`src/rtl/alu_seq_ctrl_pkg.sv`:
```
// Shared definitions for the ALU sequencer: command op codes and the
// controller state encoding.
package alu_seq_ctrl_pkg;

  typedef enum logic [1:0] {
    OP_ADD = 2'b00,
    OP_SUB = 2'b01,
    OP_MUL = 2'b10,  // unsigned shift-add
    OP_DIV = 2'b11   // unsigned restoring
  } op_e;

  typedef enum logic [1:0] {
    ST_IDLE = 2'b00,
    ST_EXEC = 2'b01,
    ST_DONE = 2'b10
  } state_e;

endpackage : alu_seq_ctrl_pkg

```
`src/rtl/alu_seq_ctrl.sv`:
```
// Sequencer owning the shared add/sub ALU. Runs single-cycle ADD/SUB and
// DW-step shift-add MUL / restoring DIV on it.
// Ports:
//   clk, rst_n                 clock, synchronous active-low reset
//   in_valid/in_ready          command handshake; in_op/in_a/in_b command
//   out_valid/out_ready        result handshake; result held until accepted
//   out_res                    ADD/SUB {0,sum}; MUL product; DIV {rem,quot}
//   out_cout/ovf/zero/err      result flags
//   busy                       controller not idle
//   alu_a/alu_b/alu_sub        drive the sibling ALU (0 outside EXEC)
//   alu_sum/cout/ovf/zero      ALU results
module alu_seq_ctrl
  import alu_seq_ctrl_pkg::*;
#(
  parameter int            DW      = 8,
  parameter logic [DW-1:0] DZ_QUOT = 8'hFF
) (
  input  logic            clk,
  input  logic            rst_n,
  input  logic            in_valid,
  output logic            in_ready,
  input  logic [1:0]      in_op,
  input  logic [DW-1:0]   in_a,
  input  logic [DW-1:0]   in_b,
  output logic            out_valid,
  input  logic            out_ready,
  output logic [2*DW-1:0] out_res,
  output logic            out_cout,
  output logic            out_ovf,
  output logic            out_zero,
  output logic            out_err,
  output logic            busy,
  output logic [DW-1:0]   alu_a,
  output logic [DW-1:0]   alu_b,
  output logic            alu_sub,
  input  logic [DW-1:0]   alu_sum,
  input  logic            alu_cout,
  input  logic            alu_ovf,
  input  logic            alu_zero
);

  localparam int CW = $clog2(DW);

  state_e        state_q, state_d;
  op_e           op_q, op_d;
  logic [DW-1:0] a_q, a_d;
  logic [DW-1:0] b_q, b_d;
  logic [DW-1:0] r_q, r_d;     // high half: partial product / remainder
  logic [DW-1:0] q_q, q_d;     // low half: multiplier->product / dividend->quotient
  logic [CW-1:0] cnt_q, cnt_d;
  logic          cout_q, cout_d;
  logic          ovf_q, ovf_d;
  logic          zero_q, zero_d;
  logic          err_q, err_d;
  logic [DW:0]   t;            // DIV shifted partial remainder, one bit wider than R
  logic          last_step;

  always_ff @(posedge clk) begin
    // NOTE: reset is sampled inside the clocked branch (synchronous); every
    // register is cleared so an op aborted by reset leaves no stale result.
    if (!rst_n) begin
      state_q <= ST_IDLE;
      op_q    <= OP_ADD;
      a_q     <= '0;
      b_q     <= '0;
      r_q     <= '0;
      q_q     <= '0;
      cnt_q   <= '0;
      cout_q  <= 1'b0;
      ovf_q   <= 1'b0;
      zero_q  <= 1'b0;
      err_q   <= 1'b0;
    end else begin
      // NOTE: non-blocking assignments so every register samples pre-edge values.
      state_q <= state_d;
      op_q    <= op_d;
      a_q     <= a_d;
      b_q     <= b_d;
      r_q     <= r_d;
      q_q     <= q_d;
      cnt_q   <= cnt_d;
      cout_q  <= cout_d;
      ovf_q   <= ovf_d;
      zero_q  <= zero_d;
      err_q   <= err_d;
    end
  end

  always_comb begin
    // NOTE: every output of this block gets a default first, so no path can
    // leave one unassigned and infer a latch.
    state_d   = state_q;
    op_d      = op_q;
    a_d       = a_q;
    b_d       = b_q;
    r_d       = r_q;
    q_d       = q_q;
    cnt_d     = cnt_q;
    cout_d    = cout_q;
    ovf_d     = ovf_q;
    zero_d    = zero_q;
    err_d     = err_q;
    alu_a     = '0;
    alu_b     = '0;
    alu_sub   = 1'b0;
    t         = {r_q, q_q[DW-1]};
    last_step = (cnt_q == CW'(DW - 1));

    unique case (state_q)
      ST_IDLE: begin
        if (in_valid) begin
          op_d   = op_e'(in_op);
          a_d    = in_a;
          b_d    = in_b;
          r_d    = '0;
          // MUL shifts the multiplier (b) out of Q while adding a into R;
          // DIV shifts the dividend (a) out of Q.
          q_d    = (in_op == OP_MUL) ? in_b : in_a;
          cnt_d  = '0;
          cout_d = 1'b0;
          ovf_d  = 1'b0;
          zero_d = 1'b0;
          err_d  = 1'b0;
          state_d = ST_EXEC;
        end
      end

      ST_EXEC: begin
        unique case (op_q)
          OP_ADD, OP_SUB: begin
            alu_a   = a_q;
            alu_b   = b_q;
            alu_sub = op_q[0];
            r_d     = '0;
            q_d     = alu_sum;
            cout_d  = alu_cout;
            ovf_d   = alu_ovf;
            zero_d  = alu_zero;
            state_d = ST_DONE;
          end

          OP_MUL: begin
            alu_a = r_q;
            alu_b = a_q;
            // {R,Q} shifts right one place; the ALU carry is the bit that
            // re-enters at the top when the multiplier bit is set.
            if (q_q[0]) begin
              r_d = {alu_cout, alu_sum[DW-1:1]};
              q_d = {alu_sum[0], q_q[DW-1:1]};
            end else begin
              r_d = {1'b0, r_q[DW-1:1]};
              q_d = {r_q[0], q_q[DW-1:1]};
            end
            cnt_d = cnt_q + CW'(1);
            if (last_step) begin
              cout_d  = |r_d;
              zero_d  = ({r_d, q_d} == '0);
              state_d = ST_DONE;
            end
          end

          OP_DIV: begin
            if (b_q == '0) begin
              r_d     = a_q;
              q_d     = DZ_QUOT;
              err_d   = 1'b1;
              zero_d  = (DZ_QUOT == '0);
              state_d = ST_DONE;
            end else begin
              alu_a   = t[DW-1:0];
              alu_b   = b_q;
              alu_sub = 1'b1;
              // t fits the divisor if its hidden 9th bit is set or the
              // subtraction did not borrow.
              if (t[DW] || !alu_cout) begin
                r_d = alu_sum;
                q_d = {q_q[DW-2:0], 1'b1};
              end else begin
                r_d = t[DW-1:0];
                q_d = {q_q[DW-2:0], 1'b0};
              end
              cnt_d = cnt_q + CW'(1);
              if (last_step) begin
                zero_d  = (q_d == '0);
                state_d = ST_DONE;
              end
            end
          end

          default: state_d = ST_DONE;
        endcase
      end

      ST_DONE: begin
        if (out_ready) state_d = ST_IDLE;
      end

      default: state_d = ST_IDLE;
    endcase
  end

  assign in_ready  = (state_q == ST_IDLE);
  assign busy      = (state_q != ST_IDLE);
  assign out_valid = (state_q == ST_DONE);

  // Intermediate {R,Q} contents are not a result; expose them only in DONE.
  assign out_res   = out_valid ? {r_q, q_q} : '0;
  assign out_cout  = out_valid & cout_q;
  assign out_ovf   = out_valid & ovf_q;
  assign out_zero  = out_valid & zero_q;
  assign out_err   = out_valid & err_q;

endmodule : alu_seq_ctrl

```
`config.mk`:
```
export PLATFORM = sky130hd
export DESIGN_NAME = alu_seq_ctrl
export DESIGN_NICKNAME = d
export VERILOG_FILES = /design/src/rtl/alu_seq_ctrl_pkg.sv /design/src/rtl/alu_seq_ctrl.sv
export SDC_FILE = /design/constraint.sdc
export NUM_CORES = 1
export LEC_CHECK = 0
export CORE_MARGIN = 2
export CORE_UTILIZATION = 45
export DETAILED_ROUTE_END_ITERATION = 10
export PLACE_DENSITY_LB_ADDON = 0.3
export SYNTH_ARGS = -nofsm -noshare
export SYNTH_HDL_FRONTEND = slang
export SYNTH_SLANG_ARGS = --single-unit
```
`constraint.sdc`:
```
create_clock -name clk -period 1.9 [get_ports clk]
set_input_delay 0.38 -clock clk [delete_from_list [all_inputs] [get_ports clk]]
set_output_delay 0.38 -clock clk [all_outputs]
set_load 0.02 [all_outputs]
```
# Word-level counts from Yosys, hierarchy flattened
# Cells that the tools add are included.
[totals] regBits=43 latchBits=0 out_inout_bits=40 mem_bits_ro=0 in_bits=33 ramBits=0 word_cells=106 mem_count=0
[op_classes] div_mod_pow=0 multipliers=0 shifts=0 n_lt_le_gt_ge=0 n_reduce_logical=19 n_mux=54 n_bitwise=4 add_sub_neg=1 n_eq_ne=17
[ops] cell="8-bit 2-to-1 mux" count=19
[ops] cell="8-bit case mux with 3 select lines" count=4
[ops] cell="8-bit case mux with 2 select lines" count=2
[ops] cell="16-bit logical NOT" count=1
[ops] cell="8-bit logical NOT" count=2
[ops] cell="16-bit 2-to-1 mux" count=1
[ops] cell="4-bit AND reduction" count=4
[ops] cell="1-bit case mux with 2 select lines" count=6
[ops] cell="2-bit case mux with 3 select lines" count=2
[ops] cell="3-bit case mux with 2 select lines" count=2
[ops] cell="1-bit 2-to-1 mux" count=11
[ops] cell="2-bit equality test (second input constant)" count=4
[ops] cell="2-bit 2-to-1 mux" count=4
[ops] cell="8-bit OR reduction" count=1
[ops] cell="3-bit 2-to-1 mux" count=2
[ops] cell="2-bit inequality test (second input constant)" count=3
[ops] cell="3-bit inequality test (second input constant)" count=2
[ops] cell="2-bit AND reduction" count=3
[ops] cell="1-bit bitwise AND" count=4
[ops] cell="2-bit by 1-bit equality test with 1-bit output (second input constant)" count=2
[ops] cell="2-bit logical NOT" count=2
[ops] cell="2-bit by 1-bit inequality test with 1-bit output (second input constant)" count=2
[ops] cell="4-bit inequality test (second input constant)" count=1
[ops] cell="2-bit nonzero test" count=2
[ops] cell="other kinds (9)" count=9

# Longest topological paths before layout
[depth] depth_word=11 ltp_mapped=7 depth_no_buf=6

# Worst setup path after synthesis
# Ideal clock, no wire load.
[synth_path] path_type="register to output" start="register op_q[0]" end="output alu_a[1]" t_required_ns=1.520 arrival_ns=1.708 path_stages_with_launch=6 setup_slack_ns=-0.188 path_cell_list="dfxtp_1 buf_2 clkbuf_1 buf_1 nand3_1 a311oi_1"
[synth_between] elab_chain_cells=4 word_cells_on_any_way=7
[synth_rtl] element="start, declared" line="alu_seq_ctrl.sv:45" text="op_e op_q, op_d;"
[synth_rtl] element="start signal, assigned" line="alu_seq_ctrl.sv:76" text="op_q <= op_d;"
[synth_rtl] element="2-bit by 1-bit equality test with 1-bit output / 2-bit logical NOT (equally long branches)" line="alu_seq_ctrl.sv:129" text="unique case (op_q)"
[synth_rtl] element="2-bit OR reduction" line="alu_seq_ctrl.sv:129"
[synth_rtl] element="8-bit case mux with 3 select lines (*)" line="alu_seq_ctrl.sv:129"
[synth_rtl] element="8-bit 2-to-1 mux (*)" line="alu_seq_ctrl.sv:109" text="unique case (state_q)"
[synth_rtl] element="end, declared" line="alu_seq_ctrl.sv:33" text="output logic [DW-1:0] alu_a,"
# Mark *: on every way between the ends. The rest lies on a longest branch, timed or not.

# Worst setup path in the final report
[layout_path] start="register op_q[0]" end="output alu_a[7]"
# Same word-level chain as after synthesis.

==> flow_summary.toml <==
[pwr]
p_sw_share_pct = 34.87
power.density_mw_per_mm2 = 572.3
power.switching_uw = 883.0
p_clk_share_pct = 22.3
peakVddDrop_mv = 0.3648
comb_power_share_pct = 37.3
intPower_uw = 1649
seqPwrFrac_pct = 40.4
p_leak_uw = 0.001779

[sta]
final_max_slew_viol_count = 0
max_freq_mhz = 483.6
grt_setup_unrepaired = "yes"
whs_ns = 0.4512
worst_pin_slew_ns = 0.3628
skew_ns = 0.003920
period_needed_ns = 2.068
hold_violations = 0
finalSetupViolations = 9
timing.slew.headroom_pct = 75.81
fin_crit_sh_pct = 108.8
worst_slack_ns = -0.1680

[clocking]
root_buffer = "clkbuf_8"
h-tree-depth = 2
cts_buffers = 5
cts.sinks = 43
clk_pin_slew_ns = 0.08
clock_latency_ns = 0.30
clock_path_buffers = 2
cts.hold.buffers_added = 0
cts_tree = "done"

[global_routing]
antenna_found_initial = 0
grt_start_max_net_pins = 32
grt_pass1_wl_mm = 15.53
grt_pass1_vias = 3094
track_usage_pct = 27.35
overflow = 0

[worst_setup_path]
cp-end-kind = "output pin"
r2r-start = "b_q[3]"
start_kind = "flip-flop"
arrival_ns = 1.69
crit_start = "op_q[0]"
cp_max_fo = 12
crit_required_ns = 1.52
crit_type = "reg2out"

[route]
routedWlPerCell_microns = 17.19
ant_nets = 0
drc = 0
drt_pre_antenna_iters = 6
drt-total-wl_mm = 10.09
drt_iter0_markers = 343
viasPerCell = 5.836
dr_total_vias = 3426

[flow_run]
max-cap-violations = 0

[yosys]
ys_seq_elements = 43
synth-seq-area-share_pct = 30.00
ys_async_sr_fraction_pct = 0
ys.flop_type = "dfxtp_1"
synth_edf_count = 0
yosys-top-cells-area = "dfxtp_1 30%, nand2_1 10%, a21boi_0 5.2%"
syn_area_sq_mm = 0.002869
synth.distinct_cells = 43
yosys.area.top_type_share_pct = 30.00
ys_warn_count = 0
synth_area_per_cell_sq_um = 7.319
syn_inst = 392
synth_fp_nets = 427
yosys.area.top_type = "dfxtp_1"

[layout]
antenna_cells = 0
drive_gt1_share_pct = 29.61
num-fill-cells = 518
area_growth_pct = 54.21
final_cell_mix = "78 x nand2_1, 76 x buf_4, 34 x nor2_1, 34 x dfxtp_1, 32 x clkdlybuf4s50_1"
final_common_cell = "nand2_1"
stdcell_area_sq_mm = 0.004424
fin_cells = 587
nets = 546
multi_input_area_sq_mm = 0.002087
regArea_sq_um = 874.6

[floorplan]
dieArea_sq_mm = 0.007030
start_util_pct = 45.97
io_pins = 73
die_w_microns = 83.85
coreArea_sq_mm = 0.006241
fp-row-count = 29
die_h_microns = 83.85

[place]
numPlacedInstances = 570
dp_slack_ns = -0.3617
gp_congestion = 0.8775
numPortBuffers = 72
hpwl_mm = 7.268
placed_area_sq_mm = 0.004139

[status]
status = "complete, but fails checks"
violations = "negative setup slack"

[hold_path]
min_path_type = "reg2reg"
min_from = "err_q"
## stage by stage
step	total power (uW)	util [%]	TNS [ns]
finish	2532	70.89	-1.122
global route	2638	70.89	-1.707
CTS	2404	67.72	-1.010
detailed placement	1812	66.32	-3.427
global placement	1803	66.32	-2.816
floorplan	1446	-	-0.04243
## path summary, 6_finish.rpt
| kind | to | slack (ns) | cells past startpoint |
|---|---|---|---|
| max | alu_a[7] | -0.17 | 5 |
| min | err_q | 0.45 | 2 |
| max reg2reg | r_q[6] | 0.02 | 8 |
| min reg2reg | err_q | 0.45 | 2 |
## worst max-delay path, stage by stage (launching register included)
cell and delay, ns:
dfxtp_4 0.40, buf_4 0.22, nor2b_1 0.29, a31oi_4 0.06
a211oi_2 0.23, buf_2 0.19
## Yosys cell counts (all sizes together), types with 7 or more instances
cell and n:
a21boi 23, a21oi 23, a221oi 7, a22o 8
a31oi 9, and2 23, buf 12, clkbuf 23
dfxtp 43, mux2 9, mux2i 9, nand2 79
nand3 10, nor2 35, nor2b 13, nor4 7
o21ai 9, o32ai 8
## cells by family (layout without fill, tap and decap cells)
kind of cell | count (synthesis) | count (layout) | synth area share, %
flops | 43 | 43 | 30.00
compound gates | 108 | 108 | 26.73
simple gates | 184 | 185 | 30.22
fa+ha+maj | 2 | 2 | 0.8721
mux | 18 | 18 | 6.673
buf+inv | 37 | 154 | 5.495
## sequential cells by signal, indices dropped and copies added, names as in the netlist
register / count
zero_q: 1
b_q: 8
op_q: 2
q_q: 8
err_q: 1
cnt_q: 3
cout_q: 1
ovf_q: 1
state_q: 2
r_q: 8
a_q: 8
## power groups by stage
stage	registers, uW	clock network, uW	logic [uW]
final	1020	566	944
after global routing	1030	597	1010
after CTS	1020	568	817
after detailed placement	1030	0	780
after global placement	1030	0	773
after floorplan	1010	0	433
## cell type report
| type | count | share of cell area [%] |
|---|---|---|
| multi-input combinational | 313 | 47.17 |
| timing repair buffer | 146 | 28.99 |
| sequential | 43 | 19.77 |
| tap | 77 | 2.178 |
| clock buffer | 5 | 1.555 |
| clock inverter | 1 | 0.1697 |
| inverter | 2 | 0.1697 |
## per-layer routing
| metal | track usage [%] | up-vias | share of wire (%) |
|---|---|---|---|
| met4 | 9.971 | 0 | 2.3 |
| met5 | 0 | - | 0 |
| li1 | - | 1628 | - |
| met3 | 4.847 | 24 | 8.4 |
| met1 | 38.74 | 1588 | 44 |
| met2 | 41.60 | 186 | 46 |
## what timing repair did
| item | 4_1_cts | 5_1_grt |
|---|---|---|
| cloned | 1 | 1 |
| gates resized for setup | 114 | 45 |
| setup buffers | 6 | 6 |
| endpoints found under the hold margin | 0 | 0 |
| pin swaps | 13 | 8 |
| setup endpoints to repair | 40 | 45 |
Power figures use the tool's default switching activity.
